## config.mk

```make
export PLATFORM = sky130hd
export DESIGN_NAME = wport_arbiter_flat
export DESIGN_NICKNAME = d
export VERILOG_FILES = /design/src/rtl/wport_arbiter_if.sv /design/src/rtl/wport_arbiter.sv /design/src/flat_wrapper.sv
export SDC_FILE = /design/constraint.sdc
export NUM_CORES = 1
export LEC_CHECK = 0
export BUFFER_PORTS_ARGS = -buffer_cell sky130_fd_sc_hd__clkbuf_2
export CORE_UTILIZATION = 39
export CTS_BUF_LIST = sky130_fd_sc_hd__clkbuf_16
export DETAILED_ROUTE_END_ITERATION = 8
export GPL_TIMING_DRIVEN = 0
export PLACE_DENSITY = 0.85
export SYNTH_ARGS = -nofsm -noshare
export SYNTH_HDL_FRONTEND = slang
export SYNTH_SLANG_ARGS = --single-unit
```

## constraint.sdc

```tcl
create_clock -name clk -period 2.4 [get_ports clk]
set_clock_uncertainty 0.05 [all_clocks]
set_input_delay 0.48 -clock clk [delete_from_list [all_inputs] [get_ports clk]]
set_output_delay 0.48 -clock clk [all_outputs]
set_load 0.05 [all_outputs]
```

## src/rtl/wport_arbiter_if.sv

```systemverilog
// Write-port bundle between requesters and the register-file arbiter.
interface wport_arbiter_if #(parameter int DW = 32);
  logic [3:0]    req;
  logic [4:0]    addr0, addr1, addr2, addr3;
  logic [DW-1:0] data0, data1, data2, data3;
  logic          hold;
  logic [3:0]    gnt;
  logic [1:0]    sel;
  logic [4:0]    wa;
  logic [DW-1:0] wd;
  logic          we;
  logic [7:0]    wcnt;

  modport master (
    output req, addr0, addr1, addr2, addr3, data0, data1, data2, data3, hold,
    input  gnt, sel, wa, wd, we, wcnt
  );

  modport slave (
    input  req, addr0, addr1, addr2, addr3, data0, data1, data2, data3, hold,
    output gnt, sel, wa, wd, we, wcnt
  );
endinterface

```

## src/rtl/wport_arbiter.sv

```systemverilog
// 4-way round-robin register-file write-port arbiter, 1-cycle registered grant.
module wport_arbiter #(
  parameter int DW = 32
) (
  input logic          clk,
  input logic          rstn,
  wport_arbiter_if.slave bus
);
  localparam logic [0:0] IDLE  = 1'b0;
  localparam logic [0:0] GRANT = 1'b1;

  logic [0:0]    r_state;
  logic [1:0]    r_ptr;
  logic [3:0]    r_gnt;
  logic [1:0]    r_sel;
  logic [4:0]    r_wa;
  logic [DW-1:0] r_wd;
  logic          r_we;
  logic [7:0]    r_wcnt;

  logic [4:0]    w_addr [4];
  logic [DW-1:0] w_data [4];
  logic [3:0]    w_req;
  logic [1:0]    w_idx  [4];
  logic [3:0]    w_hit;
  logic [1:0]    w_k;
  logic          w_go;
  logic          w_wen;

  assign w_addr[0] = bus.addr0;
  assign w_addr[1] = bus.addr1;
  assign w_addr[2] = bus.addr2;
  assign w_addr[3] = bus.addr3;
  assign w_data[0] = bus.data0;
  assign w_data[1] = bus.data1;
  assign w_data[2] = bus.data2;
  assign w_data[3] = bus.data3;

  // The requester being granted this cycle still has req high; mask it so
  // the same assertion is not granted again.
  assign w_req = bus.req & ~((r_state == GRANT) ? r_gnt : 4'b0000);

  // Search slot j looks at requester ptr+1+j; slot 3 wraps back to ptr itself.
  genvar j;
  generate
    for (j = 0; j < 4; j++) begin : g_slot
      assign w_idx[j] = r_ptr + 2'(j + 1);
      assign w_hit[j] = w_req[w_idx[j]];
    end
  endgenerate

  // Pick the first hit in search order (lowest slot wins).
  always_comb begin
    w_k = w_idx[3];
    for (int s = 3; s >= 0; s--)
      if (w_hit[s]) w_k = w_idx[s];
  end

  assign w_go  = (|w_req) & ~bus.hold;
  assign w_wen = (w_addr[w_k] != 5'd0);

  // FSM: GRANT whenever a grant is being registered, IDLE otherwise.
  always_ff @(posedge clk or negedge rstn) begin
    if (!rstn) r_state <= IDLE;
    else       r_state <= w_go ? GRANT : IDLE;
  end

  // Grant / write-port registers; sel, wa, wd, ptr hold when nothing is granted.
  always_ff @(posedge clk or negedge rstn) begin
    if (!rstn) begin
      r_ptr <= 2'd3;
      r_gnt <= '0;
      r_sel <= '0;
      r_wa  <= '0;
      r_wd  <= '0;
      r_we  <= 1'b0;
    end else if (w_go) begin
      r_ptr <= w_k;
      r_gnt <= 4'b0001 << w_k;
      r_sel <= w_k;
      r_wa  <= w_addr[w_k];
      r_wd  <= w_data[w_k];
      r_we  <= w_wen;
    end else begin
      r_gnt <= '0;
      r_we  <= 1'b0;
    end
  end

  // Committed-write counter, updated alongside we so it already reflects the
  // write in the cycle we is high; r0 writes are not counted.
  always_ff @(posedge clk or negedge rstn) begin
    if (!rstn)              r_wcnt <= '0;
    else if (w_go && w_wen) r_wcnt <= r_wcnt + 8'd1;
  end

  assign bus.gnt  = r_gnt;
  assign bus.sel  = r_sel;
  assign bus.wa   = r_wa;
  assign bus.wd   = r_wd;
  assign bus.we   = r_we;
  assign bus.wcnt = r_wcnt;
endmodule

```

## src/flat_wrapper.sv

```systemverilog
// flat-port wrapper written by rule: the top's interface ports become plain ports
module wport_arbiter_flat 
#(
  parameter int DW = 32
)
  (clk, rstn, bus_req, bus_addr0, bus_addr1, bus_addr2, bus_addr3, bus_data0, bus_data1, bus_data2, bus_data3, bus_hold, bus_gnt, bus_sel, bus_wa, bus_wd, bus_we, bus_wcnt);
  wport_arbiter_if #(.DW(DW)) bus_i ();
  input logic clk;
  input logic rstn;
  input wire logic [$bits(bus_i.req)-1:0] bus_req;
  input wire logic [$bits(bus_i.addr0)-1:0] bus_addr0;
  input wire logic [$bits(bus_i.addr1)-1:0] bus_addr1;
  input wire logic [$bits(bus_i.addr2)-1:0] bus_addr2;
  input wire logic [$bits(bus_i.addr3)-1:0] bus_addr3;
  input wire logic [$bits(bus_i.data0)-1:0] bus_data0;
  input wire logic [$bits(bus_i.data1)-1:0] bus_data1;
  input wire logic [$bits(bus_i.data2)-1:0] bus_data2;
  input wire logic [$bits(bus_i.data3)-1:0] bus_data3;
  input wire logic [$bits(bus_i.hold)-1:0] bus_hold;
  output wire logic [$bits(bus_i.gnt)-1:0] bus_gnt;
  output wire logic [$bits(bus_i.sel)-1:0] bus_sel;
  output wire logic [$bits(bus_i.wa)-1:0] bus_wa;
  output wire logic [$bits(bus_i.wd)-1:0] bus_wd;
  output wire logic [$bits(bus_i.we)-1:0] bus_we;
  output wire logic [$bits(bus_i.wcnt)-1:0] bus_wcnt;
  assign bus_i.req = bus_req;
  assign bus_i.addr0 = bus_addr0;
  assign bus_i.addr1 = bus_addr1;
  assign bus_i.addr2 = bus_addr2;
  assign bus_i.addr3 = bus_addr3;
  assign bus_i.data0 = bus_data0;
  assign bus_i.data1 = bus_data1;
  assign bus_i.data2 = bus_data2;
  assign bus_i.data3 = bus_data3;
  assign bus_i.hold = bus_hold;
  assign bus_gnt = bus_i.gnt;
  assign bus_sel = bus_i.sel;
  assign bus_wa = bus_i.wa;
  assign bus_wd = bus_i.wd;
  assign bus_we = bus_i.we;
  assign bus_wcnt = bus_i.wcnt;
  wport_arbiter #(.DW(DW)) u_core (.clk(clk), .rstn(rstn), .bus(bus_i));
endmodule
```

==> qor.csv, run 1 <==
metric,value,unit
vias per inst,5.18,
clock root buffer,clkbuf_16,
Hold WS,193,ps
initial antenna violation count,0,
CTS tree,yes,
core area,8300,um2
Finish-stage setup viols,9,
I/O pin count,207,
WL final,12400,um
Pwr Density,1390,nW/um2
routability cong.,0.906,
later-pin clock latency in the skew report,290,ps
most area-consuming cells after synthesis,"dfrtp_1 (39%), nand2_1 (22%), nand3_1 (15%)",
Initial Util,40.6,%
largest net degree at the start of global routing,56,
syn avg cell area,7.18,um2
Syn Std Cell Area,3370,um2
crit path from,u_core.r_state,
top_reg_cell synth,dfrtp_1,
post-synthesis async set-or-reset flop share,100,%
Pre-Repair DR Iteration Count,5,
Post-Syn Nets,625,
Total Routing Usage GR,27.8,%
drt wl/cell,15.3,um
Crit-path slowest cell,dfrtp_2,
#FFs+latches synth,55,
ANT cells,0,
Syn. warnings,0,
Die X,95.0,um
Layout Nets,860,
Remaining DRCs,0,
Max Fanout on Critical Path,6,
Levels on crit path,9,
Fill cells,784,
DRT iter0 DRCs,182,
chip height,95.0,um
CTS Buf Count,5,
maximum root-to-sink buffer count,2,
Critical Path AT,2680,ps
vias in the first global route,4060,
DP HPWL,9180,um
H-tree levels,2,
run status,"finished, violations left",
Worst-Margin Slew,725,ps
port bufs,206,
Max IR drop VDD,0.495,mV
Final Hold Viols,0,
Max Fclk,0.392,GHz
most frequent cell after synthesis,nand2_1,
"critical path, cell by cell",a21bo_4 > or3_4 > o211a_4 > buf_6 > o211ai_1 > a22oi_2 > a31oi_4 > nand4_1 > xnor2_2,
max cap viols,0,
Final period util,106,%
Tmin final,2550,ps
# rows,33,
Hold Crit Class,in2async,
R2R cell count,9,
CTS Sinks,55,
total die area,9020,um2
WP buf/inv,1,
gr ovfl total,0,
number of flops mapped to enable cells by yosys,0,
final max-slew violation count,0,
Post-Synthesis Cells,469,
"top cells by count, synth","nand2_1 (200), nand3_1 (100), dfrtp_1 (53)",
Syn-to-layout area delta,51.4,%
first-pass GRT wire length,19300,um
sequential element share of the synthesized area,40.9,%
Post-Layout Cell Count,810,
FF-to-FF Start,u_core.r_state,
slack of the critical path,-152,ps
Leak,2.85,nW
"Reg clk slew, reported paths",80,ps
fin util,61.5,%
Top Family by Delay on Critical Path,compound AO/OA/AOI/OAI gates,
CP Launch Type,flip-flop,
post-synth top area cell,dfrtp_1,
crit path capture type,flip-flop,
Placed Cells,780,
failing checks,negative setup slack,
Total Power,7.08,mW
Setup CP Type,reg2reg,
RSZ-0062 raised after global routing,yes,
CP Data Required Time,2530,ps
number of library cell types mapped by synthesis,39,
Slew HR,51.6,%
Crit path largest cell delay,500,ps
share of the synthesized area in the top cell type,39.4,%
via count,4197,
"worst slack, placed",-754,ps
antenna-violating nets left,0,
share of cells above drive strength 1,41.1,%
cell usage in the layout (no fill, tap or decap), types with 3 or more instances in the layout:
cell type and count:
inv_1 10, xnor2_1 4, a21o_1 3, clkbuf_1 6
clkbuf_4 6, buf_6 9, nand3_1 98, o21a_1 3
nand2_1 200, and3_1 4, buf_4 18, a21boi_4 3
o211ai_1 16, dfrtp_1 48, nand2b_1 3, clkbuf_16 5
dfrtp_2 5, clkbuf_2 216, nor2_1 5
layout make-up:
type / instances / area, um2 / area share [%]
sequential: 55 / 1390 / 27.2
tap: 105 / 131 / 2.58
multi-input combinational: 373 / 1960 / 38.5
buffer: 30 / 184 / 3.61
inverter: 10 / 37.5 / 0.736
clock inverter: 3 / 27.5 / 0.540
timing repair buffer: 229 / 1240 / 24.4
clock buffer: 5 / 125 / 2.45
kinds of logic (layout without fill, tap and decap cells):
group / count (synthesis) / after routing / synth area share [%]
compound gates: 40 / 41 / 9.88
xor+xnor: 7 / 7 / 1.82
fa+ha+maj: 1 / 1 / 0.371
buf+inv: 42 / 277 / 5.16
flops: 55 / 55 / 40.9
mux: 4 / 4 / 1.26
simple gates: 320 / 320 / 40.6
timing repair:
| item | in CTS | in global routing |
|---|---|---|
| hold buffers | 0 | 0 |
| gates resized for setup | 33 | 49 |
| gates cloned | 1 | 0 |
| pin swaps | 3 | 15 |
| endpoints found under the setup margin | 48 | 41 |
| setup buffers | 3 | 20 |
final timing paths:
kind / slack, ps / to
setup / recovery: -150 / u_core.bus.wcnt[3]
hold / removal: 190 / u_core.bus.wa[4]
min in group clk: 430 / u_core.bus.wd[9]
hold reg to reg: 430 / u_core.bus.wd[9]
max in group asynchronous: 1590 / u_core.bus.gnt[1]
setup reg to reg: -150 / u_core.bus.wcnt[3]
sequential cells by signal (all words and copies together), names as in the netlist:
signal and flops:
u_core.bus.wd 32, u_core.bus.wcnt 8, u_core.bus.wa 5, u_core.bus.gnt 4
u_core.bus.sel 2, u_core.r_ptr 2, u_core.bus.we 1, u_core.r_state 1
metal layers:
metal  vias to the layer above  routed length [um]  track usage, %
li1                       2037                   -               -
met5                         -                   0               0
met4                         0                 274            9.85
met1                      1952                4950            32.2
met2                       184                6450            51.5
met3                        24                 732            4.35
per-stage QoR:
stage / cell area, um2 / setup TNS (ps)
floorplan: 3370 / -353
global placement: 4540 / -19900
detailed placement: 4540 / -23570
CTS: 4840 / -952
global route: 5100 / -1630
finish: 5100 / -893
where the power goes:
group | internal (mW) | switching, mW | total (mW)
sequential | 1.35 | 0.335 | 1.69
combinational | 1.46 | 3.18 | 4.64
clock | 0.399 | 0.360 | 0.759
(Power assumes the default switching activity.)
==> run 2, diff against run 1 <==
--- a/config.mk
+++ b/config.mk
@@ -6,7 +6,9 @@
 export NUM_CORES = 1
 export LEC_CHECK = 0
 export BUFFER_PORTS_ARGS = -buffer_cell sky130_fd_sc_hd__clkbuf_2
-export CORE_UTILIZATION = 39
+export CELL_PAD_IN_SITES_DETAIL_PLACEMENT = 0
+export CELL_PAD_IN_SITES_GLOBAL_PLACEMENT = 1
+export CORE_UTILIZATION = 26
 export CTS_BUF_LIST = sky130_fd_sc_hd__clkbuf_16
 export DETAILED_ROUTE_END_ITERATION = 8
 export GPL_TIMING_DRIVEN = 0
==> run 2 against run 1 <==
Against the previous run: the flow still finishes with violations (negative setup slack); highest routed layer unchanged; count of clock-buffer cells in the layout unchanged; cell area is 1.4% higher; largest power group unchanged; routed wire length increased by 2.6%.
==> qor.csv, run 2 (same netlist as run 1, synthesis figures left out) <==
metric,value,unit,change
CP Data Required Time,2570,ps,+40 ps
Post-Layout Cell Count,874,,+7.9%
fin util,41.0,%,-20 points
Max Fanout on Critical Path,8,,+2
Leak,2.85,nW,about the same
port bufs,206,,unchanged
H-tree levels,2,,unchanged
vias per inst,4.56,,-12%
vias in the first global route,3813,,-6.1%
Crit path largest cell delay,500,ps,about the same
Final Hold Viols,0,,unchanged
"most common cell after layout, fill and taps aside",clkbuf_2,,
Top Family by Delay on Critical Path,compound AO/OA/AOI/OAI gates,,
Worst-Margin Slew,576,ps,-150 ps
"commonest non-fill, non-tap cells in the layout","clkbuf_2 (218), nand2_1 (200), nand3_1 (100), dfrtp_1 (48), buf_4 (20)",,
Die X,116,um,+22%
Pre-Repair DR Iteration Count,6,,+1
sw frac,53.0,%,-1.7 points
"critical path, cell by cell",a21bo_4 > or3_4 > o211a_4 > buf_8 > o211ai_1 > a22oi_2 > a31oi_4 > buf_4 > buf_6 > xor2_1,,
Total Routing Usage GR,18.8,%,-9.0 points
Placed Cells,848,,+8.7%
core area,12600,um2,+52%
# rows,41,,+24%
slack of the critical path,-181,ps,-29.3 ps
I/O pin count,207,,unchanged
maximum root-to-sink buffer count,2,,unchanged
DP HPWL,9700,um,+5.7%
CTS tree,yes,,
hold-fix buffers at CTS,0,,unchanged
Setup CP Type,reg2reg,,
largest net degree at the start of global routing,36,,-36%
Syn-to-layout area delta,53.5,%,
run status,"finished, violations left",,
chip height,116,um,+22%
Layout Nets,857,,-0.35%
later-pin clock latency in the skew report,290,ps,about the same
Max IR drop VDD,0.462,mV,-6.7%
Final period util,108,%,+1.2 points
initial antenna violation count,0,,unchanged
clock root buffer,clkbuf_16,,
Psw,3.77,mW,-2.7%
WP buf/inv,3,,+2
routability cong.,0.755,,-17%
total die area,13400,um2,+49%
final max-slew violation count,0,,unchanged
Tmin final,2580,ps,+29.3 ps
failing checks,negative setup slack,,
ANT cells,0,,unchanged
Critical Path AT,2750,ps,+70 ps
Hold Crit Class,in2async,,
CP Launch Type,flip-flop,,
gr ovfl total,0,,unchanged
"Reg clk slew, reported paths",70,ps,about the same
Finish-stage setup viols,9,,unchanged
via count,3984,,-5.1%
internal power,3.34,mW,+4.0%
sequential share of power,23.2,%,-0.6 points
RSZ-0062 raised after global routing,yes,,
Initial Util,26.7,%,-14 points
WL final,12700,um,+2.6%
drt wl/cell,14.6,um,-4.9%
antenna-violating nets left,0,,unchanged
Pwr Density,1370,nW/um2,-1.0%
Clk pwr share,13.2,%,+2.5 points
DRT iter0 DRCs,163,,-10%
max reg flops,32,,unchanged
Slew HR,61.6,%,+10 points
crit path capture type,flip-flop,,
Remaining DRCs,0,,unchanged
max cap viols,0,,unchanged
CTS Buf Count,5,,unchanged
Logic pwr share,63.6,%,-1.9 points
Hold WS,122,ps,-70.6 ps
"worst slack, placed",-785,ps,-31.2 ps
Crit-path slowest cell,dfrtp_2,,
CTS Sinks,55,,unchanged
share of cells above drive strength 1,40.9,%,-0.25 points
Max Fclk,0.387,GHz,-1.1%
first-pass GRT wire length,19400,um,+0.25%
Total Power,7.11,mW,+0.35%
[run 2: cell types whose count changed in the layout (fill, tap and decap cells not counted), sizes merged]
cell / change
a31oi: -1
buf: -7
bufinv: +2
clkbuf: +5
inv: -2
[run 2: final timing paths]
check,from,endpoint,slack [ps],cells past startpoint
min in group clk,u_core.bus.wd[23],u_core.bus.wd[23],420,2
min,rstn,u_core.bus.wa[3],120,1
max,u_core.r_state,u_core.bus.wcnt[0],-180,10
max in group asynchronous,rstn,u_core.r_ptr[1],1540,2
min reg2reg,u_core.bus.wd[23],u_core.bus.wd[23],420,2
max reg2reg,u_core.r_state,u_core.bus.wcnt[0],-180,10
[run 2: repair_timing]
item                                   CTS  global route
buffers inserted                         9            11
gates resized for setup                 36            36
endpoints found under the hold margin    0             0
pin swaps                               11            14
gates cloned                             0             1
setup endpoints to repair               50            47
[run 2: power by group through the flow]
stage                     logic (mW)  registers, mW  clock network, mW
after CTS                       4.43           1.65              0.964
final                           4.52           1.65              0.939
after global routing            4.91           1.70              0.994
after global placement          4.17           1.64                  0
after floorplan                 1.61           3.03                  0
after detailed placement        4.21           1.65                  0
[run 2: cell type report]
class	count	area, um2
buffer	29	184
clock buffer	5	125
multi-input combinational	372	1930
fill	1385	7450
inverter	10	37.5
sequential	55	1390
clock inverter	3	67.6
timing repair buffer	228	1230
tap	172	215
[run 2: worst register-to-register path: stages, from the launching register on]
cell      delay [ps]
dfrtp_2          500
a21bo_4          260
or3_4            410
o211a_4          190
buf_8            130
o211ai_1         120
a22oi_2          120
a31oi_4          350
buf_4            180
buf_6             90
xor2_1           130
[run 2: stage by stage]
stage | setup TNS, ps | cell area (um2)
detailed placement | -27990 | 4640
global route | -1910 | 5170
finish | -1210 | 5170
CTS | -3060 | 5020
floorplan | -353 | 3370
global placement | -27540 | 4620
[run 2: routing by layer]
| layer | GRT usage, % | part of all wire [%] | vias to the layer above |
|---|---|---|---|
| met1 | 24.5 | 46 | 1808 |
| met3 | 4.13 | 6.1 | 8 |
| met4 | 3.59 | 0.89 | 0 |
| li1 | - | - | 2021 |
| met2 | 32.3 | 47 | 147 |
| met5 | 0 | 0 | - |
==> run 3, diff against run 2 <==
--- a/config.mk
+++ b/config.mk
@@ -8,11 +8,11 @@
 export BUFFER_PORTS_ARGS = -buffer_cell sky130_fd_sc_hd__clkbuf_2
 export CELL_PAD_IN_SITES_DETAIL_PLACEMENT = 0
 export CELL_PAD_IN_SITES_GLOBAL_PLACEMENT = 1
-export CORE_UTILIZATION = 26
+export CORE_UTILIZATION = 31
 export CTS_BUF_LIST = sky130_fd_sc_hd__clkbuf_16
 export DETAILED_ROUTE_END_ITERATION = 8
-export GPL_TIMING_DRIVEN = 0
-export PLACE_DENSITY = 0.85
+export GPL_TIMING_DRIVEN = 1
+export PLACE_DENSITY = 0.94
 export SYNTH_ARGS = -nofsm -noshare
 export SYNTH_HDL_FRONTEND = slang
 export SYNTH_SLANG_ARGS = --single-unit
==> constraint.sdc (replaced) <==
create_clock -name clk -period 3.05 [get_ports clk]
set_clock_uncertainty 0.05 [all_clocks]
set_input_delay 0.61 -clock clk [delete_from_list [all_inputs] [get_ports clk]]
set_output_delay 0.61 -clock clk [all_outputs]
set_load 0.05 [all_outputs]
==> run 3 against run 2 <==
Against the previous run: the run now ends clean; core utilization rose by 4.5 points; critical path depth is 3 lower; count of clock-buffer cells in the layout unchanged; sequential power down 22%; first-iteration DRC count is 60% higher; combinational power fell by 29%; cell area is 8.5% lower; sequential share of layout area rose by 2.4 points; total power is 28% lower; critical path type unchanged; largest cell class unchanged; highest routed layer unchanged.
==> qor.csv, run 3 (same netlist as run 1, synthesis figures left out) <==
metric,value,unit,change
Pwr Density,1080,nW/um2,-22%
# rows,37,,-9.8%
"commonest non-fill, non-tap cells in the layout","clkbuf_2 (206), nand2_1 (200), nand3_1 (100), dfrtp_1 (53), o211ai_1 (16)",,
routability cong.,0.940,,+24%
ANT cells,0,,unchanged
Critical Path AT,2780,ps,+30 ps
Slew HR,31.6,%,-30 points
"critical path, cell by cell",a21boi_0 > a21oi_2 > o21a_4 > mux2i_1 > mux2_2 > a31oi_4 > mux2_2,,
Final Hold Viols,0,,unchanged
max reg flops,32,,unchanged
CTS tree,yes,,
Layout Nets,821,,-4.2%
initial antenna violation count,0,,unchanged
sw frac,55.8,%,+2.8 points
setup TNS,0,ps,+1210 ps
CTS Sinks,55,,unchanged
Die X,106,um,-8.3%
WP buf/inv,0,,-3
clock root buffer,clkbuf_16,,
core area,10400,um2,-17%
finished layout cell area,4730,um2,-8.5%
Max Fanout on Critical Path,12,,+4
"most used cell, CP",mux2_2,,
Worst-Margin Slew,1030,ps,+451 ps
vias per inst,4.88,,+7.1%
port bufs,206,,unchanged
RSZ-0062 raised after global routing,no,,
Final period util,86.9,%,-21 points
final max-slew violation count,0,,unchanged
Total Routing Usage GR,19.9,%,+1.0 points
Hold Crit Class,reg2reg,,
Initial Util,32.3,%,+5.6 points
Top Family by Delay on Critical Path,compound AO/OA/AOI/OAI gates,,
"most common cell after layout, fill and taps aside",clkbuf_2,,
Finish-stage setup viols,0,,-9
gr ovfl total,0,,unchanged
H-tree levels,2,,unchanged
WL met3,972,um,+26%
routed wl met2,5240,um,-12%
Psw,2.84,mW,-25%
internal power,2.25,mW,-33%
chip height,106,um,-8.3%
vias in the first global route,3756,,-1.5%
Total Power,5.10,mW,-28%
CP Data Required Time,3180,ps,+610 ps
Max IR drop VDD,0.468,mV,+1.3%
setup repair bufs after CTS,0,,-9
DRT iter0 DRCs,260,,+60%
CP Launch Type,flip-flop,,
Hold WS,423,ps,+300 ps
Tmin final,2650,ps,+70.6 ps
largest net degree at the start of global routing,41,,+14%
multi-input logic area,1840,um2,-4.7%
"Reg clk slew, reported paths",70,ps,about the same
first-pass GRT wire length,17900,um,-7.6%
antenna-violating nets left,0,,unchanged
Crit-path slowest cell,a21oi_2,,
top sig layer,met4,,
DP HPWL,8600,um,-11%
maximum root-to-sink buffer count,2,,unchanged
max cap viols,0,,unchanged
sequential share of power,25.4,%,+2.2 points
Logic pwr share,63.2,%,-0.4 points
run status,completed,,
Sequential Area,1380,um2,-0.45%
Clk pwr share,11.5,%,-1.7 points
CTS Buf Count,5,,unchanged
dpl cell area,4580,um2,-1.3%
I/O pin count,207,,unchanged
total die area,11300,um2,-16%
via count,3916,,-1.7%
hold-fix buffers at CTS,0,,unchanged
drt wl/cell,13.7,um,-5.6%
Leak,2.66,nW,-6.8%
Pre-Repair DR Iteration Count,4,,-2
Fill cells,1086,,-22%
Max Fclk,0.377,GHz,-2.7%
# resized after CTS,0,,-100%
WL final,11000,um,-13%
share of cells above drive strength 1,36.0,%,-4.8 points
Syn-to-layout area delta,40.4,%,
Crit path largest cell delay,490,ps,about the same
crit path capture type,flip-flop,,
Setup CP Type,reg2reg,,
later-pin clock latency in the skew report,290,ps,about the same
routed length on met1,4680,um,-21%
Remaining DRCs,0,,unchanged
==> run 3: changes by cell type in the layout (fill, tap and decap cells not counted), sizes merged <==
cell	change
clkbuf	-27
buf	-9
bufinv	-2
inv	+2
==> run 3: tightest hold or removal path: stages (launching register included) <==
cell	delay, ps
dfrtp_1	340
nand2_1	50
nand2_1	50
==> run 3: worst paths after layout <==
path,from,endpoint,slack [ps],cells past startpoint
max,u_core.r_state,u_core.bus.wcnt[1],400,7
min,u_core.bus.wd[10],u_core.bus.wd[10],420,2
max reg2reg,u_core.r_state,u_core.bus.wcnt[1],400,7
min reg2reg,u_core.bus.wd[10],u_core.bus.wd[10],420,2
max in group asynchronous,rstn,u_core.bus.wd[8],1760,2
min in group asynchronous,rstn,u_core.bus.wa[3],440,1
==> run 3: power by group through the flow <==
stage	Sequential, mW	Clock (mW)	Combinational [mW]
global route	1.34	0.627	3.49
detailed placement	1.30	0	3.25
finish	1.29	0.584	3.22
CTS	1.29	0.602	3.25
floorplan	2.38	0	1.27
global placement	1.28	0	3.20
==> run 3: routing by layer <==
metal | global-route usage, % | vias up
li1 | - | 1954
met1 | 26.0 | 1767
met2 | 34.0 | 181
met3 | 3.49 | 14
met4 | 4.66 | 0
met5 | 0 | -
==> run 3: metrics by stage <==
step | util (%) | setup slack (ps) | instances
after floorplan | - | 396 | 469
after global placement | 44.0 | 287 | 794
after detailed placement | 44.0 | 152 | 794
after CTS | 45.4 | 403 | 802
after global routing | 45.4 | 136 | 802
final | 45.4 | 398 | 802
==> run 3: cell type report <==
type	count	share of cell area (%)
Multi-Input combinational cell	372	38.8
Sequential cell	55	29.1
Timing Repair Buffer	221	24.4
Tap cell	136	3.60
Clock buffer	5	2.64
Inverter	10	0.793
Clock inverter	3	0.582
